### src/rtl/pts_tx_ctrl_pkg.sv
// ------------------------------------------------------------------
// pts_tx_pkg: shared state encoding and frame constants for pts_tx_ctrl
// Rev 1.0
// ------------------------------------------------------------------
`default_nettype none

package pts_tx_pkg;

  typedef enum logic [1:0] {
    IDLE    = 2'd0,
    LOAD    = 2'd1,
    SEND    = 2'd2,
    RESTORE = 2'd3
  } state_t;

  localparam logic START_BIT = 1'b0;
  localparam logic STOP_BIT  = 1'b1;

endpackage

`default_nettype wire

### src/rtl/flex_counter.sv
// ------------------------------------------------------------------
// flex_counter: counts 0..rollover_val and wraps; flags the terminal value
// Rev 1.0
// ------------------------------------------------------------------
`default_nettype none

module flex_counter #(
  parameter int NUM_CNT_BITS = 4
) (
  input  logic                    clk,
  input  logic                    n_rst,
  input  logic                    clear,
  input  logic                    count_enable,
  input  logic [NUM_CNT_BITS-1:0] rollover_val,
  output logic                    rollover_flag
);

  logic [NUM_CNT_BITS-1:0] count_q;
  logic [NUM_CNT_BITS-1:0] count_d;

  always_comb begin
    count_d = count_q;
    if (clear) begin
      count_d = '0;
    end else if (count_enable) begin
      if (count_q == rollover_val) begin
        count_d = '0;
      end else begin
        count_d = count_q + NUM_CNT_BITS'(1);
      end
    end
  end

  always_ff @(posedge clk or negedge n_rst) begin
    if (!n_rst) begin
      count_q <= '0;
    end else begin
      count_q <= count_d;
    end
  end

  // Decoded from the held count so the flag is valid for the whole terminal cycle
  assign rollover_flag = (count_q == rollover_val);

endmodule

`default_nettype wire

### src/rtl/pts_tx_ctrl.sv
// ------------------------------------------------------------------
// pts_tx_ctrl: frames {start, data MSB-first, stop} and paces the PISO shifter
// Rev 1.0
// ------------------------------------------------------------------
`default_nettype none

module pts_tx_ctrl
  import pts_tx_pkg::*;
#(
  parameter int DATA_BITS  = 8,
  parameter int BIT_PERIOD = 10
) (
  input  logic                   clk,
  input  logic                   n_rst,
  input  logic [DATA_BITS-1:0]   tx_data,
  input  logic                   tx_valid,
  output logic                   tx_ready,
  input  logic                   tx_abort,
  output logic                   tx_done,
  output logic                   busy,
  output logic                   sr_load,
  output logic                   sr_shift,
  output logic [DATA_BITS+1:0]   sr_data
);

  localparam int FRAME_BITS = DATA_BITS + 2;
  localparam int CLK_W      = $clog2(BIT_PERIOD);
  localparam int BIT_W      = $clog2(FRAME_BITS);

  localparam logic [CLK_W-1:0] PERIOD_LAST = CLK_W'(BIT_PERIOD - 1);
  localparam logic [BIT_W-1:0] FRAME_LAST  = BIT_W'(FRAME_BITS - 1);

  generate
    if (BIT_PERIOD < 2) begin : g_bad_bit_period
      $error("pts_tx_ctrl: BIT_PERIOD must be at least 2");
    end
    if (DATA_BITS < 1) begin : g_bad_data_bits
      $error("pts_tx_ctrl: DATA_BITS must be at least 1");
    end
  endgenerate

  state_t                 state_q;
  state_t                 state_d;
  logic [BIT_W-1:0]       bit_cnt_q;
  logic [BIT_W-1:0]       bit_cnt_d;
  logic [DATA_BITS-1:0]   data_q;
  logic [DATA_BITS-1:0]   data_d;

  logic                   clk_clear;
  logic                   clk_enable;
  logic                   period_done;
  logic                   last_bit;

  flex_counter #(
    .NUM_CNT_BITS (CLK_W)
  ) u_bit_timer (
    .clk           (clk),
    .n_rst         (n_rst),
    .clear         (clk_clear),
    .count_enable  (clk_enable),
    .rollover_val  (PERIOD_LAST),
    .rollover_flag (period_done)
  );

  assign last_bit = (bit_cnt_q == FRAME_LAST);

  always_comb begin
    state_d    = state_q;
    bit_cnt_d  = bit_cnt_q;
    data_d     = data_q;
    clk_clear  = 1'b0;
    clk_enable = 1'b0;

    case (state_q)
      IDLE: begin
        if (tx_valid) begin
          data_d  = tx_data;
          state_d = LOAD;
        end
      end

      LOAD: begin
        clk_clear = 1'b1;
        bit_cnt_d = '0;
        state_d   = tx_abort ? RESTORE : SEND;
      end

      SEND: begin
        clk_enable = 1'b1;
        if (tx_abort) begin
          state_d = RESTORE;
        end else if (period_done) begin
          // The stop bit has had its full period once the last bit times out
          if (last_bit) begin
            state_d = RESTORE;
          end else begin
            bit_cnt_d = bit_cnt_q + BIT_W'(1);
          end
        end
      end

      RESTORE: begin
        state_d = IDLE;
      end

      default: begin
        state_d = IDLE;
      end
    endcase
  end

  always_ff @(posedge clk or negedge n_rst) begin
    if (!n_rst) begin
      state_q   <= IDLE;
      bit_cnt_q <= '0;
      data_q    <= '0;
    end else begin
      state_q   <= state_d;
      bit_cnt_q <= bit_cnt_d;
      data_q    <= data_d;
    end
  end

  assign tx_ready = (state_q == IDLE);
  assign busy     = (state_q != IDLE);
  assign tx_done  = (state_q == RESTORE);
  assign sr_load  = (state_q == LOAD) || (state_q == RESTORE);
  // An abort takes effect in the same cycle, so it must also cancel a pending shift
  assign sr_shift = (state_q == SEND) && period_done && !last_bit && !tx_abort;
  assign sr_data  = (state_q == LOAD) ? {START_BIT, data_q, STOP_BIT} : '1;

endmodule

`default_nettype wire

### config.mk
export PLATFORM = sky130hd
export DESIGN_NAME = pts_tx_ctrl
export DESIGN_NICKNAME = d
export VERILOG_FILES = /design/src/rtl/pts_tx_ctrl_pkg.sv /design/src/rtl/flex_counter.sv /design/src/rtl/pts_tx_ctrl.sv
export SDC_FILE = /design/constraint.sdc
export NUM_CORES = 1
export LEC_CHECK = 0
export BUFFER_PORTS_ARGS = -buffer_cell sky130_fd_sc_hd__buf_2
export CELL_PAD_IN_SITES_DETAIL_PLACEMENT = 2
export CELL_PAD_IN_SITES_GLOBAL_PLACEMENT = 2
export CORE_MARGIN = 2
export CORE_UTILIZATION = 32
export DETAILED_ROUTE_END_ITERATION = 8
export PLACE_DENSITY = 0.87
export SYNTH_ARGS = -nofsm -noshare
export SYNTH_HDL_FRONTEND = slang
export SYNTH_HIERARCHICAL = 1
export SYNTH_SLANG_ARGS = --single-unit
export TNS_END_PERCENT = 100
### constraint.sdc
create_clock -name clk -period 2.05 [get_ports clk]
set_clock_uncertainty 0.05 [all_clocks]
set_input_delay 0 -clock clk [delete_from_list [all_inputs] [get_ports clk]]
set_output_delay 0 -clock clk [all_outputs]
set_load 0.01 [all_outputs]
==> results of run 1 <==
final cells by class:
type,count,area share
clock buffers,3,0.0160
inverters,7,0.0187
repair buffers,37,0.169
well taps,46,0.0410
multi-input cells,76,0.435
flip-flops and latches,18,0.321
worst reg2reg max path, stage by stage (launching register included):
cell and delay (ps):
dfrtp_1 420, inv_1 160, ha_2 270, and2b_1 170, and3_1 320, mux2i_1 130, a31o_1 190
registers in the layout (all words and copies together) (netlist names):
name                 cells
bit_cnt_q                4
data_q                   8
state_q                  2
u_bit_timer/count_q      4
power groups by stage:
stage / clock network, mW / logic, mW / registers (mW)
floorplan: 0 / 0.659 / 0.578
global placement: 0 / 0.903 / 0.597
detailed placement: 0 / 0.971 / 0.616
CTS: 0.189 / 0.987 / 0.610
global route: 0.207 / 1.11 / 0.631
finish: 0.184 / 0.991 / 0.609
repair_timing:
item                       4_1_cts  5_1_grt
hold endpoints to repair        26        0
resized for setup                0        2
setup endpoints to repair        0        6
hold buffers                     9        0
through the flow:
stage	cell area, um^2	std cells	hold WS (ps)
final	1410	187	77.2
after global routing	1410	187	121
after CTS	1400	187	76.4
after detailed placement	1290	175	-85.7
after global placement	1290	175	-93.7
after floorplan	1110	105	-346
cells in the final DEF (no fill, tap or decap), types with 2 or more instances in the layout:
cell type / n
inv_1: 7
ha_2: 2
ha_1: 6
dlygate4sd3_1: 9
nor2_1: 4
dfrtp_1: 18
nand2_1: 9
buf_4: 3
conb_1: 5
clkbuf_4: 3
mux2i_1: 4
o32ai_1: 2
xor2_1: 5
nand2b_1: 9
mux2_2: 9
nand3b_1: 3
buf_2: 25
or2b_1: 2
metal layers:
metal | global-route usage | up-vias | share of wire
li1 | - | 419 | -
met1 | 0.188 | 455 | 0.43
met2 | 0.310 | 24 | 0.53
met3 | 0.0360 | 2 | 0.041
met4 | 0.0333 | 0 | 0.0045
met5 | 0 | - | 0
Yosys cell counts, drive strengths merged:
master / count / area share
a2111oi: 1 / 0.014
a211oi: 1 / 0.0068
a221oi: 1 / 0.014
a22o: 1 / 0.0080
a22oi: 1 / 0.0068
a31o: 1 / 0.0080
and2b: 1 / 0.0068
and3: 1 / 0.0057
buf: 2 / 0.017
clkbuf: 2 / 0.0080
conb: 2 / 0.0068
dfrtp: 18 / 0.41
ha: 8 / 0.091
inv: 7 / 0.024
mux2: 9 / 0.092
mux2i: 4 / 0.036
nand2: 9 / 0.031
nand2b: 9 / 0.051
nand3: 1 / 0.0046
nand3b: 3 / 0.020
nand4b: 1 / 0.0080
nor2: 4 / 0.014
nor3b: 1 / 0.0068
nor4: 1 / 0.019
o21ai: 2 / 0.0091
o22ai: 1 / 0.0057
o32ai: 2 / 0.016
or2: 1 / 0.0057
or2b: 2 / 0.014
xor2: 5 / 0.040
cell families after synthesis:
logic type	Yosys count	synth area share
AOI/OAI and AO/OA	11	0.0877
xor gates and xnor gates	5	0.0399
and+or+nand+nor	34	0.187
buffers and inverters	11	0.0490
other	2	0.00684
muxes	13	0.129
DFF	18	0.410
adders and majority gates	8	0.0911
worst paths after layout:
path,to,cells after the start,slack (ps)
worst min register to register,data_q[7],1,460
worst max-delay path,sr_shift,5,170
worst max register to register,bit_cnt_q[2],6,240
min in group asynchronous,bit_cnt_q[2],2,110
worst min-delay path,state_q[0],3,80
max in group asynchronous,u_bit_timer/count_q[3],2,1540
==> flow_metrics.env, run 1 <==
export IMPL_outcome="finished, final reports clean"
export IMPL_ys_ff_latch=18
export IMPL_cts_tree="done"
export IMPL_setup_ws_ps=166
export IMPL_final_layout_size_suffix_gt1_frac=0.319
export IMPL_grt_antenna_before_repair=0
export IMPL_p_leak_nw=0.650
export IMPL_drv_slew=0
export IMPL_clk_latency_ps=300
export IMPL_critPathSlowestCell="dfrtp_1"
export IMPL_period_share=0.919
export IMPL_cp_cell_sequence="inv_1 -> ha_2 -> and2b_1 -> and3_1 -> buf_2"
export IMPL_rr_startpoint="state_q[0]"
export IMPL_hold_viol=0
export IMPL_path_buf_inv=2
export IMPL_rows=21
export IMPL_totalPowerFinal_mw=1.78
export IMPL_power_switching_mw=0.758
export IMPL_synthDistinctLibCells=33
export IMPL_p_sw_frac=0.425
export IMPL_drv_cap=0
export IMPL_die_x_um=62.6
export IMPL_setup_tns_ps=0
export IMPL_worst_path_dominant_cell_family="simple AND/OR/NAND/NOR gates"
export IMPL_grt_overflow=0
export IMPL_track_usage=0.164
export IMPL_gp_congestion=0.715
export IMPL_num_nets_final=163
export IMPL_grt_max_degree=19
export IMPL_ys_warn_count=6
export IMPL_crit_arrival_ps=1830
export IMPL_clock_fmax_ghz=0.531
export IMPL_worstPathMaxFanout=7
export IMPL_final_util=0.424
export IMPL_postCtsSetupBuffers=0
export IMPL_die_area_um2=3920
export IMPL_finalCriticalPeriod_ps=1880
export IMPL_numCtsBuffers=3
export IMPL_totalWireLength_um=2890
export IMPL_critPathMaxStageDelay_ps=420
export IMPL_avgSynthCellArea_um2=10.8
export IMPL_first_global_vias=1046
export IMPL_critPathKind="flop to output pin"
export IMPL_place_ws_ps=221
export IMPL_p_int_mw=1.03
export IMPL_multi_input_comb_area_um2=611
export IMPL_startpoint_type="flop"
export IMPL_endpoint_kind="output pin"
export IMPL_via_per_inst=4.81
export IMPL_port_buffers=25
export IMPL_cts_sinks=18
export IMPL_power_share_clock=0.103
export IMPL_num_fill_cells=383
export IMPL_ir_drop_mv=0.401
export IMPL_detail_route_iter0_violations=16
export IMPL_ctsHtreeMaxLevel=1
export IMPL_yosysSeqAreaShare=0.410
export IMPL_rsz0062_at_grt="false"
export IMPL_die_h_um=62.6
export IMPL_crit_start="state_q[0]"
export IMPL_holdCritStartpoint="tx_abort"
export IMPL_initial_core_util=0.332
export IMPL_wl_per_cell_um=15.4
export IMPL_clk_pin_slew_ps=110
export IMPL_drc_errors=0
export IMPL_antenna_cells=0
export IMPL_dp_hpwl_um=2110
export IMPL_min_path_type="input port to flop"
export IMPL_register_area_um2=450
export IMPL_grt_pass1_wl_um=5040
export IMPL_clockBufferDepth=2
export IMPL_cp_required_ps=2000
export IMPL_cts_root_buf="clkbuf_4"
export IMPL_area_growth_pct=27.9
export IMPL_detail_route_first_pass_iterations=4
export IMPL_p_per_area_nw_per_um2=1270
export IMPL_antenna_left=0
export IMPL_syn_instance_count=102
export IMPL_comb_power_share=0.556
export IMPL_netlist_area_um2=1100
export IMPL_vias=900
export IMPL_ioPinCount=27
export IMPL_setup_viol=0
export IMPL_seqPwrFrac=0.342
export IMPL_coreArea_um2=3310
Note: power is estimated with default switching activity, not from simulation.
==> run 2: changes to the inputs <==
Settings changed: CORE_UTILIZATION 32 to 35, PLACE_DENSITY 0.87 to 0.93.
Clock period 2.05 ns to 2.2 ns, I/O delays scaled along.
==> run 2 against run 1 <==
Global-route usage increased by 2.8 points. Worst hold slack improved by 18 ps. Setup slack improved by 110 ps. Non-clock buffer count unchanged. Critical path type unchanged. Highest routed layer is now met3.
==> flow_metrics.env, run 2 (synthesized netlist as in run 1, its figures left out) <==
export IMPL_grt_pass1_wl_um=4950
export IMPL_rsz0062_at_grt="false"
export IMPL_crit_start="u_bit_timer/count_q[1]"
export IMPL_grt_overflow=0
export IMPL_die_x_um=60.0
export IMPL_track_usage=0.192
export IMPL_antenna_cells=0
export IMPL_final_util=0.466
export IMPL_num_nets_final=163
export IMPL_cp_endpoint="sr_shift"
export IMPL_totalWireLength_um=3050
export IMPL_final_cell_mix="25 x buf_2, 18 x dfrtp_1"
export IMPL_period_share=0.877
export IMPL_regMostFlops="data_q"
export IMPL_critPathKind="flop to output pin"
export IMPL_area_growth_pct=28.5
export IMPL_cp_cell_sequence="xor2_1 -> nor4_4 -> and3_1 -> buf_2"
export IMPL_detail_route_first_pass_iterations=4
export IMPL_p_leak_nw=0.660
export IMPL_top_regs="data_q: 8 flops, bit_cnt_q: 4 flops, u_bit_timer/count_q: 4 flops"
export IMPL_initial_core_util=0.363
export IMPL_critPathSlowestCell="dfrtp_1"
export IMPL_drc_errors=0
export IMPL_drv_slew=0
export IMPL_postLayoutCellArea_um2=1410
export IMPL_startpoint_type="flop"
export IMPL_ctsHtreeMaxLevel=1
export IMPL_cts_root_buf="clkbuf_4"
export IMPL_setup_ws_ps=271
export IMPL_holdWs_ps=95.5
export IMPL_via_per_inst=4.66
export IMPL_dp_hpwl_um=2220
export IMPL_wl_per_cell_um=16.4
export IMPL_finalCriticalPeriod_ps=1930
export IMPL_dp_cells=173
export IMPL_rr_startpoint="u_bit_timer/count_q[1]"
export IMPL_antenna_left=0
export IMPL_grt_max_degree=19
export IMPL_ioPinCount=27
export IMPL_critPathMaxStageDelay_ps=440
export IMPL_reg2reg_depth=5
export IMPL_p_per_area_nw_per_um2=1200
export IMPL_detail_route_iter0_violations=13
export IMPL_min_path_type="input port to flop"
export IMPL_die_area_um2=3600
export IMPL_cts_resized=0
export IMPL_reg2reg_to="bit_cnt_q[2]"
export IMPL_die_h_um=60.0
export IMPL_rows=20
export IMPL_final_common_cell="buf_2"
export IMPL_setup_tns_ps=0
export IMPL_port_buffers=25
export IMPL_placed_area_um2=1280
export IMPL_coreArea_um2=3030
export IMPL_drv_cap=0
export IMPL_hold_viol=0
export IMPL_numCtsBuffers=3
export IMPL_hold_depth=3
export IMPL_holdCritStartpoint="tx_abort"
export IMPL_cts_tree="done"
export IMPL_gp_congestion=0.687
export IMPL_clockBufferDepth=2
export IMPL_reg2reg_setup_slack_ps=320
export IMPL_vias=867
export IMPL_largest_reg_flops=8
export IMPL_endpoint_kind="output pin"
export IMPL_fin_cells=186
export IMPL_place_ws_ps=369
export IMPL_clk_latency_ps=300
export IMPL_final_layout_size_suffix_gt1_frac=0.310
export IMPL_cts_sinks=18
export IMPL_clock_fmax_ghz=0.518
export IMPL_cp_required_ps=2150
export IMPL_crit_arrival_ps=1880
export IMPL_worstPathMaxFanout=6
export IMPL_totalPowerFinal_mw=1.70
export IMPL_ir_drop_mv=0.426
export IMPL_grt_antenna_before_repair=0
export IMPL_clk_pin_slew_ps=100
export IMPL_first_global_vias=990
export IMPL_setup_viol=0
export IMPL_outcome="finished, final reports clean"
run 2: cell count changes in the layout (fill, tap and decap cells not counted):
cell	previous run	this run
ha_1	6	8
ha_2	2	0
clkbuf_8	0	1
run 2: worst max-delay path: cells and delay by family, from the launching register on:
kind,cells,cell delay (ps)
flops,1,440
buf+inv,1,190
simple gates,2,770
xor+xnor,1,180
run 2: worst min-delay path by stage:
stage / to / slack (ps)
after floorplan: bit_cnt_q[0] / -350
after global placement: data_q[4] / -90
after detailed placement: data_q[6] / -90
after CTS: state_q[0] / 90
after global routing: state_q[0] / 110
final: state_q[0] / 100
run 2: layout make-up:
| class | count | area [um^2] |
|---|---|---|
| Inverter | 7 | 26.3 |
| Timing Repair Buffer | 37 | 238 |
| Sequential cell | 18 | 450 |
| Clock buffer | 4 | 36.3 |
| Multi-Input combinational cell | 76 | 606 |
| Fill cell | 330 | 1620 |
| Tap cell | 44 | 55.1 |
run 2: report_power, final:
group | internal [mW] | total, mW | switching, mW
sequential | 0.464 | 0.566 | 0.101
combinational | 0.420 | 0.924 | 0.504
clock | 0.101 | 0.205 | 0.104
total | 0.985 | 1.70 | 0.710
run 2: per-layer routing:
| layer | wire (um) | global-route usage | vias up |
|---|---|---|---|
| met5 | 0 | 0 | - |
| met4 | 0 | 0.0190 | 0 |
| met3 | 118 | 0.0476 | 0 |
| met2 | 1730 | 0.373 | 24 |
| met1 | 1200 | 0.214 | 422 |
| li1 | - | - | 421 |
run 2: what timing repair did:
| item | in CTS | in global routing |
|---|---|---|
| hold endpoints to repair | 26 | 0 |
| hold buffers | 9 | 0 |
| buffers inserted | 0 | 0 |
| setup endpoints to repair | 0 | 0 |
==> run 3: changes to the inputs <==
Settings changed: CORE_UTILIZATION 35 to 30, PLACE_DENSITY 0.93 to 0.82.
==> run 3 against run 2 <==
Non-clock buffer count is the same. Clock power grew 3%. Sequential share of layout area shrank 0.057 points. Power grew 1.4%. Core utilization shrank 5.2 points. Sequential power grew 2%. Largest power group unchanged.
==> flow_metrics.env, run 3 (synthesized netlist as in run 1, its figures left out) <==
export IMPL_p_per_area_nw_per_um2=1220
export IMPL_die_x_um=64.5
export IMPL_cts_resized=0
export IMPL_regMostFlops="data_q"
export IMPL_initial_core_util=0.322
export IMPL_wl_per_cell_um=17.1
export IMPL_grt_overflow=0
export IMPL_rows=21
export IMPL_path_buf_inv=0
export IMPL_rsz0062_at_grt="false"
export IMPL_vias=886
export IMPL_drc_errors=0
export IMPL_reg2reg_setup_slack_ps=230
export IMPL_gp_congestion=0.748
export IMPL_maxSlewHeadroom=0.644
export IMPL_via_per_inst=4.71
export IMPL_track_usage=0.169
export IMPL_area_growth_pct=28.7
export IMPL_crit_arrival_ps=2110
export IMPL_numCtsBuffers=3
export IMPL_ctsHtreeMaxLevel=1
export IMPL_die_area_um2=4160
export IMPL_final_layout_size_suffix_gt1_frac=0.310
export IMPL_setup_viol=0
export IMPL_cts_root_buf="clkbuf_4"
export IMPL_final_cell_mix="25 x buf_2, 18 x dfrtp_1"
export IMPL_num_fill_cells=388
export IMPL_clockBufferDepth=2
export IMPL_worst_path_dominant_cell_family="compound AO/OA/AOI/OAI gates"
export IMPL_critPathKind="flop to flop"
export IMPL_cp_required_ps=2350
export IMPL_grt_max_degree=19
export IMPL_tightest_slew_ps=533
export IMPL_cp_cell_sequence="xor2_1 -> nor4_4 -> nor3b_1 -> a221oi_2 -> o21ai_1 -> a22oi_1"
export IMPL_ioPinCount=27
export IMPL_grt_antenna_before_repair=0
export IMPL_dp_hpwl_um=2190
export IMPL_antenna_cells=0
export IMPL_die_h_um=64.5
export IMPL_clock_fmax_ghz=0.508
export IMPL_cts_tree="done"
export IMPL_postCtsSetupBuffers=0
export IMPL_worstPathMaxFanout=4
export IMPL_detail_route_iter0_violations=12
export IMPL_ir_drop_mv=0.546
export IMPL_port_buffers=25
export IMPL_setup_tns_ps=0
export IMPL_drv_cap=0
export IMPL_startpoint_type="flop"
export IMPL_p_leak_nw=0.660
export IMPL_first_global_vias=1027
export IMPL_critPathSlowestCell="dfrtp_1"
export IMPL_coreArea_um2=3420
export IMPL_top_regs="data_q: 8 flops, bit_cnt_q: 4 flops, u_bit_timer/count_q: 4 flops"
export IMPL_hold_viol=0
export IMPL_cts_sinks=18
export IMPL_clk_latency_ps=300
export IMPL_antenna_left=0
export IMPL_totalPowerFinal_mw=1.72
export IMPL_num_nets_final=163
export IMPL_endpoint_kind="flop"
export IMPL_min_path_type="input port to flop"
export IMPL_drv_slew=0
export IMPL_critPathMaxStageDelay_ps=450
export IMPL_totalWireLength_um=3220
export IMPL_detail_route_first_pass_iterations=4
export IMPL_outcome="finished, final reports clean"
export IMPL_finalCriticalPeriod_ps=1970
export IMPL_largest_reg_flops=8
export IMPL_period_share=0.894
export IMPL_clk_pin_slew_ps=110
export IMPL_final_common_cell="buf_2"
export IMPL_grt_pass1_wl_um=5240
==> run 3: per-stage QoR <==
| step | setup slack (ps) | util | hold slack (ps) | cell area (um^2) | std cells |
|---|---|---|---|---|---|
| global route | 20.4 | 0.414 | 115 | 1410 | 188 |
| CTS | 216 | 0.414 | 105 | 1410 | 188 |
| global placement | 451 | 0.377 | -87.3 | 1290 | 175 |
| detailed placement | 251 | 0.377 | -85.8 | 1290 | 175 |
| finish | 232 | 0.414 | 99.9 | 1410 | 188 |
| floorplan | 468 | - | -346 | 1110 | 105 |
==> run 3: layer usage <==
metal	wire, um	GRT usage
met1	1200	0.180
met2	1880	0.333
met3	81	0.0330
met4	63	0.0479
met5	0	0
==> run 3: worst reg2reg max path, stage by stage (launching register included) <==
cell and delay (ps):
dfrtp_1 450, xor2_1 180, nor4_4 360, nor3b_1 110, a221oi_2 330, o21ai_1 140, a22oi_1 240
==> run 3: final cells by class <==
cell class	instances	area (um^2)	share of cell area
clock buffer	4	36.3	0.0257
inverter	7	26.3	0.0186
multi-input combinational	76	606	0.428
sequential	18	450	0.319
tap	46	57.6	0.0407
timing repair buffer	37	238	0.168
==> run 3: path summary, 6_finish.rpt <==
check | startpoint | end | depth (start not counted)
max in group asynchronous | n_rst | data_q[1] | 2
hold / removal | tx_valid | state_q[1] | 5
setup / recovery | u_bit_timer/count_q[1] | state_q[0] | 6
hold reg to reg | data_q[4] | data_q[4] | 1
setup reg to reg | u_bit_timer/count_q[1] | state_q[0] | 6
min in group asynchronous | n_rst | data_q[3] | 2
==> run 3: report_power, final <==
| part | switching [mW] | internal, mW |
|---|---|---|
| clock network | 0.110 | 0.101 |
| logic | 0.511 | 0.422 |
| registers | 0.110 | 0.465 |
==> run 3: what timing repair did <==
action,4_1_cts,5_1_grt
setup endpoints to repair,0,0
hold buffers,9,0
hold endpoints to repair,26,0
